**config.mk**
```make
export PLATFORM = sky130hd
export DESIGN_NAME = uart_rx
export DESIGN_NICKNAME = d
export VERILOG_FILES = /design/src/rtl/uart_rx.sv
export SDC_FILE = /design/constraint.sdc
export NUM_CORES = 1
export LEC_CHECK = 0
export ABC_AREA = 1
export ABC_CLOCK_PERIOD_IN_PS = 89000
export CORE_MARGIN = 8
export CORE_UTILIZATION = 65
export CTS_CLUSTER_SIZE = 12
export DETAILED_ROUTE_END_ITERATION = 6
export PLACE_DENSITY = 0.82
export SETUP_SLACK_MARGIN = 0.4
export SKIP_LAST_GASP = 1
export SLEW_MARGIN = 20
export SYNTH_ARGS = -nofsm -noshare
export SYNTH_HDL_FRONTEND = slang
export SYNTH_SLANG_ARGS = --single-unit
```
**constraint.sdc**
```tcl
create_clock -name clk -period 89 [get_ports clk]
set_clock_uncertainty 0.05 [all_clocks]
set_input_delay 22.25 -clock clk [delete_from_list [all_inputs] [get_ports clk]]
set_output_delay 22.25 -clock clk [all_outputs]
set_load 0.05 [all_outputs]
```
**src/rtl/uart_rx.sv**
```systemverilog
// uart_rx: 8N1 UART receiver with 2-flop input synchroniser and centre-of-bit sampling.
// Reports each byte with a one-cycle rx_done pulse, or a one-cycle frame_error pulse on a bad stop bit.
`default_nettype none

module uart_rx #(
  parameter int unsigned clock_frequency = 100000000
) (
  input  logic        clk,
  input  logic        reset,
  input  logic [31:0] baud_rate,
  input  logic        data_in,
  output logic [7:0]  data_out,
  output logic        valid_out,
  output logic        rx_done,
  output logic        frame_error
);

  typedef enum logic [2:0] {
    S_IDLE  = 3'd0,
    S_START = 3'd1,
    S_DATA  = 3'd2,
    S_STOP  = 3'd3,
    S_BRK   = 3'd4
  } state_t;

  state_t      state;
  logic        rx_meta;
  logic        rx_s;
  logic [31:0] period;
  logic [31:0] count;
  logic [2:0]  index;
  logic [7:0]  shreg;
  logic [31:0] period_new;
  logic [31:0] half;

  // Bit period is computed from the live baud_rate but only captured on start detection.
  assign period_new = 32'(clock_frequency) / baud_rate;
  assign half       = {1'b0, period[31:1]};

  always_ff @(posedge clk) begin
    if (reset) begin
      rx_meta     <= 1'b1;
      rx_s        <= 1'b1;
      state       <= S_IDLE;
      period      <= 32'd0;
      count       <= 32'd0;
      index       <= 3'd0;
      shreg       <= 8'h00;
      data_out    <= 8'h00;
      valid_out   <= 1'b0;
      rx_done     <= 1'b0;
      frame_error <= 1'b0;
    end else begin
      rx_meta     <= data_in;
      rx_s        <= rx_meta;
      rx_done     <= 1'b0;
      frame_error <= 1'b0;
      case (state)
        S_IDLE: begin
          count <= 32'd0;
          if (!rx_s && baud_rate != 32'd0) begin
            period <= period_new;
            state  <= S_START;
          end
        end
        S_START: begin
          if (count == half - 32'd1) begin
            count <= 32'd0;
            if (!rx_s) begin
              state     <= S_DATA;
              valid_out <= 1'b1;
              index     <= 3'd0;
            end else begin
              state <= S_IDLE;
            end
          end else begin
            count <= count + 32'd1;
          end
        end
        S_DATA: begin
          if (count == period - 32'd1) begin
            count        <= 32'd0;
            shreg[index] <= rx_s;
            if (index == 3'd7) begin
              state <= S_STOP;
            end else begin
              index <= index + 3'd1;
            end
          end else begin
            count <= count + 32'd1;
          end
        end
        S_STOP: begin
          // Leave at mid-stop-bit so a back-to-back start edge is not missed.
          if (count == period - 32'd1) begin
            count     <= 32'd0;
            valid_out <= 1'b0;
            if (rx_s) begin
              data_out <= shreg;
              rx_done  <= 1'b1;
              state    <= S_IDLE;
            end else begin
              frame_error <= 1'b1;
              state       <= S_BRK;
            end
          end else begin
            count <= count + 32'd1;
          end
        end
        S_BRK: begin
          // A held-low line must return high before another frame is accepted.
          count <= 32'd0;
          if (rx_s) begin
            state <= S_IDLE;
          end
        end
        default: begin
          count <= 32'd0;
          state <= S_IDLE;
        end
      endcase
    end
  end

endmodule

`default_nettype wire

```
## Yosys cells after proc, flatten, opt, wreduce, memory -nomap -nowiden

Cells that the tools add are included.

| storage, ports and cells | value |
|---|---|
| word-level logic and storage cells | 76 |
| flip-flop bits (word level) | 91 |
| output and inout bits | 11 |

| operators by class | value |
|---|---|
| reduce and logical (&&, ||, !) cells | 15 |
| $add $sub $neg | 4 |
| $lt $le $gt $ge | 2 |
| div/mod/pow operators | 1 |
| bitwise logic cells | 2 |
| eq/ne operators | 15 |
| mux-type cells | 26 |

Operators by type and width:

| cell | count |
|---|---|
| 32-bit == test | 2 |
| 32-bit 2-to-1 mux | 2 |
| 32-bit case mux with 2 select lines | 1 |
| 3-bit 2-to-1 mux | 11 |
| 32-bit by 1-bit adder with 32-bit output, second input constant | 1 |
| 27-bit by 32-bit divider with 32-bit output, first input constant | 1 |
| 32-bit nonzero test | 1 |
| 31-bit by 1-bit subtractor with 32-bit output, second input constant | 1 |
| 32-bit by 1-bit subtractor with 32-bit output, second input constant | 1 |
| 2-bit inequality test, second input constant | 8 |
| 3-bit case mux with 5 select lines | 1 |
| 8-bit bitwise mux | 1 |
| 3-bit by 2-bit == test with 1-bit output, second input constant | 2 |
| 3-bit == test, second input constant | 2 |
| 1-bit 2-to-1 mux | 6 |
| 3-bit case mux with 2 select lines | 1 |
| 6-bit AND reduction | 1 |
| 5-bit AND reduction | 1 |
| 3-bit by 4-bit < comparator with 1-bit output, second input constant | 1 |
| 2-bit AND reduction | 2 |
| 4-bit AND reduction | 1 |
| 2-bit nonzero test | 2 |
| 3-bit by 1-bit adder with 3-bit output, second input constant | 1 |
| 1-bit demux with 3-bit select | 1 |
| other kinds (11) | 13 |

## Depth between registers and ports, before layout

Gate-level depths: netlist (run 1).

| depth | value |
|---|---|
| depth after elaboration | 5 |
| mapped depth | 518 |

## Worst setup path before layout (run 1)

OpenSTA, ideal clock, no wires.

| timing | value |
|---|---|
| kind | in2reg |
| start | input baud_rate[0] |
| end | register period[0] |
| required time | 88.869 ns |
| stages | 495 |
| path buffers | 30 |
| arrival time | 82.052 ns |
| path slack | 6.817 ns |
| cell sequence | buf_6 buf_4 buf_4 buf_2 xor2_1 nor2_1 ha_1 o21ai_1 a21oi_1 nand2_1 o21ai_1 ha_1 o21ai_0 nand2_1 nand2_1 nand2_1 nand2_2 inv_2 [... 459 more ...] o21ai_1 a21oi_1 o21ai_1 a21oi_1 inv_1 a21oi_1 o21ai_0 a21oi_1 o21ai_0 nand3_1 nand2_1 xor2_1 o21ai_1 ha_1 nand4_1 nor3_1 nand4_1 a41oi_1 |

| on the way | value |
|---|---|
| longest elaborated chain between the ends | 3 |
| elaborated cells between the ends (all ways) | 4 |
| classes of those cells | div (1); reduce/logical (3) |

RTL lines:

| item | line | text |
|---|---|---|
| start, declared | 10 | `input logic [31:0] baud_rate,` |
| parallel branches: the longest is 3 deep, another holds 27-bit by 32-bit divider with 32-bit output | - |  |
| end signal, assigned | 62 | `period <= period_new;` |
| end, declared | 29 | `logic [31:0] period;` |

Parallel ways; which one is timed is not known.
A chain may end at the register's enable or synchronous reset.

## Final worst setup path (run 1)

| timing | value |
|---|---|
| start | input baud_rate[30] |
| end | register period[0] |

The elaborated chain is that of the path after synthesis.

==> impl_metrics.json, run 1 <==
{
  "portBuffers": 45,
  "endpoint_kind": "flip-flop",
  "design_area_um2": 39900,
  "slew_violations": 0,
  "clock_sinks": 91,
  "fp-row-count": 85,
  "num_io_pins": 46,
  "outcome": "completed",
  "p_per_area_nw_per_um2": 6.93,
  "clk_latency_ns": 0.38,
  "cts.path.max_buffers": 2,
  "ir_drop_mv": 0.0111,
  "antenna_left": 0,
  "fin_crit_ns": 85.15,
  "hold_viol": 0,
  "p_sw_mw": 0.144,
  "netlist_instances": 5860,
  "fill_cells": 4665,
  "dr_wl_met2_mm": 51.6,
  "htreeDepth": 3,
  "gr-total-overflow": 0,
  "clk_pin_slew_ns": 0.07,
  "critPathMaxStageDelay_ns": 0.46,
  "avgRoutedWirePerCell_um": 17.5,
  "multi_input_area_um2": 31300,
  "die_w_um": 248,
  "arrival_ns": 85.35,
  "max_clock_freq_mhz": 11.7,
  "maxCapViolations": 0,
  "viasPerCell": 5.91,
  "gp_congestion": 1.01,
  "seqPwrFrac_pct": 17.6,
  "met3WireLength_mm": 10.1,
  "setup_viol": 0,
  "async_reset_ff_share_pct": 0,
  "ys_seq_area_share_pct": 5.21,
  "grt_antenna_before_repair": 0,
  "grt_max_degree": 39,
  "place_inst": 6597,
  "avgSynthCellArea_um2": 5.97,
  "maxSlewHeadroom_pct": 26.8,
  "synth_edf_count": 0,
  "drtIter0Drc": 3326,
  "start_kind": "input pin",
  "numCtsBuffers": 9,
  "totalWireLength_mm": 118,
  "p_sw_share_pct": 52.2,
  "drc": 0,
  "grt_first_pass_wirelength_mm": 178,
  "worstSetupPathType": "in -> reg",
  "p_leak_nw": 20.7,
  "antennaDiodeCount": 0,
  "track_usage_pct": 35.2,
  "yosysWarnings": 0,
  "dp_hpwl_mm": 88.5,
  "most-common-layout-cells": "nand2_1 (1408), inv_1 (733), a21oi_1 (473)",
  "power.internal_mw": 0.132,
  "grt_pass1_vias": 35600,
  "dieArea_um2": 61500,
  "ctsHoldBuffers": 0,
  "num_vias": 39900,
  "cpMostUsedCell": "nand2_1",
  "ys_seq_elements": 91,
  "comb_power_share_pct": 67.7,
  "critical_path_required_ns": 89.19,
  "final_common_cell": "nand2_1",
  "area_growth_pct": 14.1,
  "nNetsFinal": 6583,
  "tightestPinTransition_ns": 1.09,
  "top_layer_used": "met4",
  "synth_area_um2": 35000,
  "finalNonFillerCells": 6748,
  "p_clk_share_pct": 14.7,
  "whs_ns": 0.366,
  "worstPathMaxFanout": 13,
  "cp_slowest_cell": "clkdlybuf4s50_1",
  "holdCritPathClass": "reg -> reg",
  "coreArea_um2": 53500,
  "synthDistinctLibCells": 85,
  "drive_above_1_share_pct": 14.5,
  "synth_fp_nets": 6396,
  "die_h_um": 248,
  "drt-pass1-iter-count": 6,
  "start_util_pct": 65.4,
  "place_area_um2": 36500,
  "synthFlopType": "dfxtp_1",
  "root_buffer": "clkbuf_16",
  "total_power_mw": 0.277,
  "ff_latch_area_um2": 1820,
  "wl_met1_mm": 50.8,
  "post-route-period-util_pct": 95.7,
  "cts_tree": "built"
}
[power groups by stage]
| stage | combinational [mW] | clock [mW] | sequential (mW) |
|---|---|---|---|
| 5_1_grt | 0.206 | 0.0421 | 0.0492 |
| 4_1_cts | 0.174 | 0.0409 | 0.0485 |
| 3_3_place_gp | 0.172 | 0 | 0.0494 |
| 6_report | 0.187 | 0.0405 | 0.0488 |
| 3_5_place_dp | 0.173 | 0 | 0.0494 |
| 2_1_floorplan | 0.133 | 0 | 0.0474 |
[layer usage]
metal | vias up | global-route usage (%)
met5 | - | 0
li1 | 19800 | -
met4 | 0 | 14.3
met3 | 342 | 3.52
met1 | 17900 | 47.4
met2 | 1767 | 57.0
[synth_stat cells, drive strengths merged (8+ instances only)]
master / n / area share (%)
a31oi: 21 / 0.41
and2: 16 / 0.29
dfxtp: 91 / 5.2
a21o: 27 / 0.58
xor2: 319 / 8.0
a211oi: 26 / 0.56
nor2: 502 / 5.8
or2: 84 / 1.5
a221o: 9 / 0.26
nor4: 35 / 0.63
buf: 82 / 1.7
inv: 784 / 8.4
o31ai: 14 / 0.38
a21boi: 16 / 0.39
o221ai: 8 / 0.20
mux2i: 13 / 0.41
nand4: 61 / 1.1
nand3: 349 / 5.6
nand2: 1504 / 17
o211ai: 28 / 0.64
o21bai: 51 / 1.2
nor3: 95 / 1.4
o21ai: 369 / 5.6
clkbuf: 48 / 0.52
a221oi: 8 / 0.20
ha: 501 / 18
xnor2: 193 / 4.8
a21oi: 541 / 8.1
o21a: 11 / 0.24
[registers in the layout, summed over array words and instances, names as in the netlist]
name,count
valid_out,1
index,3
frame_error,1
shreg,8
rx_meta,1
period,32
count,32
state,3
data_out,8
rx_s,1
rx_done,1
[per-stage QoR]
step	worst slack (ns)	util [%]	TNS, ns
after global placement	-0.232	68.3	-0.232
after detailed placement	-2.15	68.3	-2.76
final	3.85	74.6	0
after global routing	-0.836	74.6	-0.836
after CTS	0.426	69.1	0
after floorplan	6.82	-	0
[final cells by class]
| cell class | instances | area share [%] |
|---|---|---|
| clock inverter | 7 | 0.179 |
| tap | 696 | 2.18 |
| inverter | 787 | 7.64 |
| multi-input combinational | 4858 | 78.4 |
| clock buffer | 9 | 0.564 |
| timing repair buffer | 296 | 6.45 |
| sequential | 91 | 4.57 |
| timing repair inverter | 4 | 0.0596 |
[repair_timing]
item | in CTS | in global routing
gates cloned | 3 | 10
resized for setup | 21 | 418
setup buffers | 6 | 116
pin swaps | 5 | 137
endpoints found under the setup margin | 2 | 3
[critical path, delay by kind of cell]
| family | cells | cell delay, ns |
|---|---|---|
| AOI/OAI and AO/OA | 165 | 24.66 |
| buffers and inverters | 62 | 6.94 |
| and+or+nand+nor | 212 | 21.72 |
| adders and majority gates | 30 | 8.84 |
| muxes | 1 | 0.35 |
| xor gates and xnor gates | 3 | 0.39 |
[cell families after synthesis]
family | count (synthesis) | synth area share (%)
simple gates | 2663 | 33.3
compound gates | 1161 | 19.6
buf+inv | 917 | 10.7
xor+xnor | 512 | 12.8
fa+ha+maj | 501 | 17.9
flops | 91 | 5.21
mux | 14 | 0.440
other cells | 1 | 0.0107
[worst paths after layout]
kind	from	to	slack (ns)	cells after the start
hold / removal	rx_meta	rx_s	0.37	1
setup reg to reg	period[1]	state[1]	83.36	24
setup / recovery	baud_rate[30]	period[0]	3.85	473
hold reg to reg	rx_meta	rx_s	0.37	1
No activity file was read; power rests on OpenSTA's default activity.
==> inputs of run 2 (changes only) <==
- CORE_MARGIN: 8 -> unset
==> run 2 against run 1 <==
Effect of this change:
- the flow now finishes with violations (DRC)
- sequential cell count unchanged
- design area grew 0.77%
- non-clock buffer count rose by 28
- first-iteration DRC count up 15%
- sequential power hardly changed
- critical path depth up 11
- core utilization increased by 1.5 points
- cell count increased by 0.37%
- largest power group unchanged
==> impl_metrics.json, run 2 (same netlist as run 1, synthesis figures left out) <==
{
  "track_usage_pct": 39.7,
  "seqPwrFrac_pct": 17.3,
  "numCtsBuffers": 9,
  "nNetsFinal": 6616,
  "hold_viol": 0,
  "start_kind": "input pin",
  "p_clk_share_pct": 15.7,
  "gp_congestion": 1.05,
  "die_h_um": 234,
  "endpoint_kind": "flip-flop",
  "critPathMaxStageDelay_ns": 0.47,
  "coreArea_um2": 52900,
  "critPathTopFamily": "compound AO/OA/AOI/OAI gates",
  "fin_tns_setup_ns": 0,
  "cpMostUsedCell": "nand2_1",
  "max_clock_freq_mhz": 11.7,
  "comb_power_share_pct": 67.0,
  "totalWireLength_mm": 119,
  "htreeDepth": 3,
  "violations": "DRC",
  "p_sw_mw": 0.144,
  "setup_viol": 0,
  "total_power_mw": 0.282,
  "ctsHoldBuffers": 0,
  "start_util_pct": 66.1,
  "fp-row-count": 84,
  "clk_pin_slew_ns": 0.07,
  "cp_slowest_cell": "clkdlybuf4s50_1",
  "avgRoutedWirePerCell_um": 17.6,
  "clock_sinks": 91,
  "drc": 5,
  "tightestPinTransition_ns": 1.18,
  "grt_first_pass_wirelength_mm": 176,
  "drtIter0Drc": 3837,
  "critical_path_required_ns": 89.18,
  "dieArea_um2": 54700,
  "antenna_left": 0,
  "die_w_um": 234,
  "clk_latency_ns": 0.37,
  "maxSlewHeadroom_pct": 21.3,
  "worstPathMaxFanout": 34,
  "viasPerCell": 5.96,
  "power.internal_mw": 0.138,
  "gr-total-overflow": 0,
  "drt-pass1-iter-count": 7,
  "grt_max_degree": 43,
  "holdCritPathClass": "reg -> reg",
  "ir_drop_mv": 0.0124,
  "fill_cells": 4437,
  "area_growth_pct": 15.0,
  "portBuffers": 45,
  "final_common_cell": "nand2_1",
  "cts_tree": "built",
  "slew_violations": 0,
  "arrival_ns": 85.73,
  "num_io_pins": 46,
  "p_sw_share_pct": 51.1,
  "p_per_area_nw_per_um2": 7.01,
  "most-common-layout-cells": "nand2_1 (1404), inv_1 (732), a21oi_1 (467)",
  "worstSetupPathType": "in -> reg",
  "drive_above_1_share_pct": 15.0,
  "maxCapViolations": 0,
  "largestRegisters": "count x32, period x32",
  "crit_buf_inv": 74,
  "num_vias": 40400,
  "post-route-period-util_pct": 96.1,
  "outcome": "finished with violations",
  "root_buffer": "clkbuf_16",
  "dp_hpwl_mm": 88.6,
  "grt_pass1_vias": 35100,
  "grt_antenna_before_repair": 2,
  "cts.path.max_buffers": 2,
  "fin_crit_ns": 85.55,
  "p_leak_nw": 20.8
}
==> run 2: repair_timing <==
action | 4_1_cts | 5_1_grt
pin swaps | 4 | 142
gates cloned | 3 | 18
resized for setup | 35 | 400
endpoints found under the setup margin | 2 | 3
buffers inserted | 8 | 144
==> run 2: cell type report <==
| type | instances | area, um2 | area share (%) |
|---|---|---|---|
| Timing Repair inverter | 9 | 60.1 | 0.149 |
| Tap cell | 688 | 861 | 2.14 |
| Timing Repair Buffer | 324 | 2810 | 7.00 |
| Multi-Input combinational cell | 4858 | 31300 | 77.8 |
| Clock buffer | 10 | 239 | 0.594 |
| Inverter | 787 | 3050 | 7.58 |
| Sequential cell | 91 | 1820 | 4.53 |
| Antenna cell | 1 | 2.50 | 0.00622 |
| Clock inverter | 5 | 86.3 | 0.215 |
==> run 2: worst register-to-register path: stages, from the launching register on <==
cell and delay, ns:
dfxtp_1 0.35, inv_1 0.22, ha_1 0.25, inv_1 0.10, nor2_1 0.17, inv_1 0.08, nor2_1 0.32, inv_1 0.16
nor2_1 0.22, inv_1 0.06, nor2_1 0.12, inv_1 0.12, nor2_1 0.22, xor2_1 0.10, nor4b_1 0.29, nand4_1 0.14
nor4_1 0.29, inv_1 0.08, nor4_1 0.83, nor2_1 0.12, a2111oi_0 0.33, o21ai_0 0.19, nor2_1 0.26, o21ai_0 0.11
a31oi_1 0.18
==> run 2: power by group through the flow <==
| stage | clock [mW] | combinational (mW) | sequential, mW |
|---|---|---|---|
| global route | 0.0453 | 0.208 | 0.0490 |
| finish | 0.0444 | 0.189 | 0.0488 |
| CTS | 0.0441 | 0.175 | 0.0485 |
| floorplan | 0 | 0.133 | 0.0474 |
| global placement | 0 | 0.173 | 0.0494 |
| detailed placement | 0 | 0.173 | 0.0494 |
==> run 2: routing by layer <==
| metal | vias up | track usage (%) | wire (um) |
|---|---|---|---|
| li1 | 19900 | - | - |
| met1 | 18200 | 54.3 | 51200 |
| met2 | 1935 | 63.3 | 51400 |
| met3 | 385 | 3.38 | 10600 |
| met4 | 2 | 16.9 | 6200 |
| met5 | - | 0 | 13 |
==> run 2: final timing paths <==
kind                                     from         to  slack [ns]  depth (start not counted)
worst max-delay path            baud_rate[22]  period[0]        3.45                        484
worst min-delay path                  rx_meta       rx_s        0.37                          1
worst max register to register      period[1]   state[1]       83.55                         24
worst min register to register        rx_meta       rx_s        0.37                          1
==> run 2: through the flow <==
stage | std cells | hold slack (ns) | instance area (um2) | utilization [%] | setup slack, ns
floorplan | 5860 | 0.339 | 35000 | - | 6.82
global placement | 6584 | 0.351 | 36500 | 69.0 | -0.718
detailed placement | 6584 | 0.348 | 36500 | 69.0 | -2.62
CTS | 6610 | 0.372 | 37000 | 69.9 | 0.410
global route | 6773 | 0.400 | 40200 | 76.1 | -0.972
finish | 6773 | 0.368 | 40200 | 76.1 | 3.45
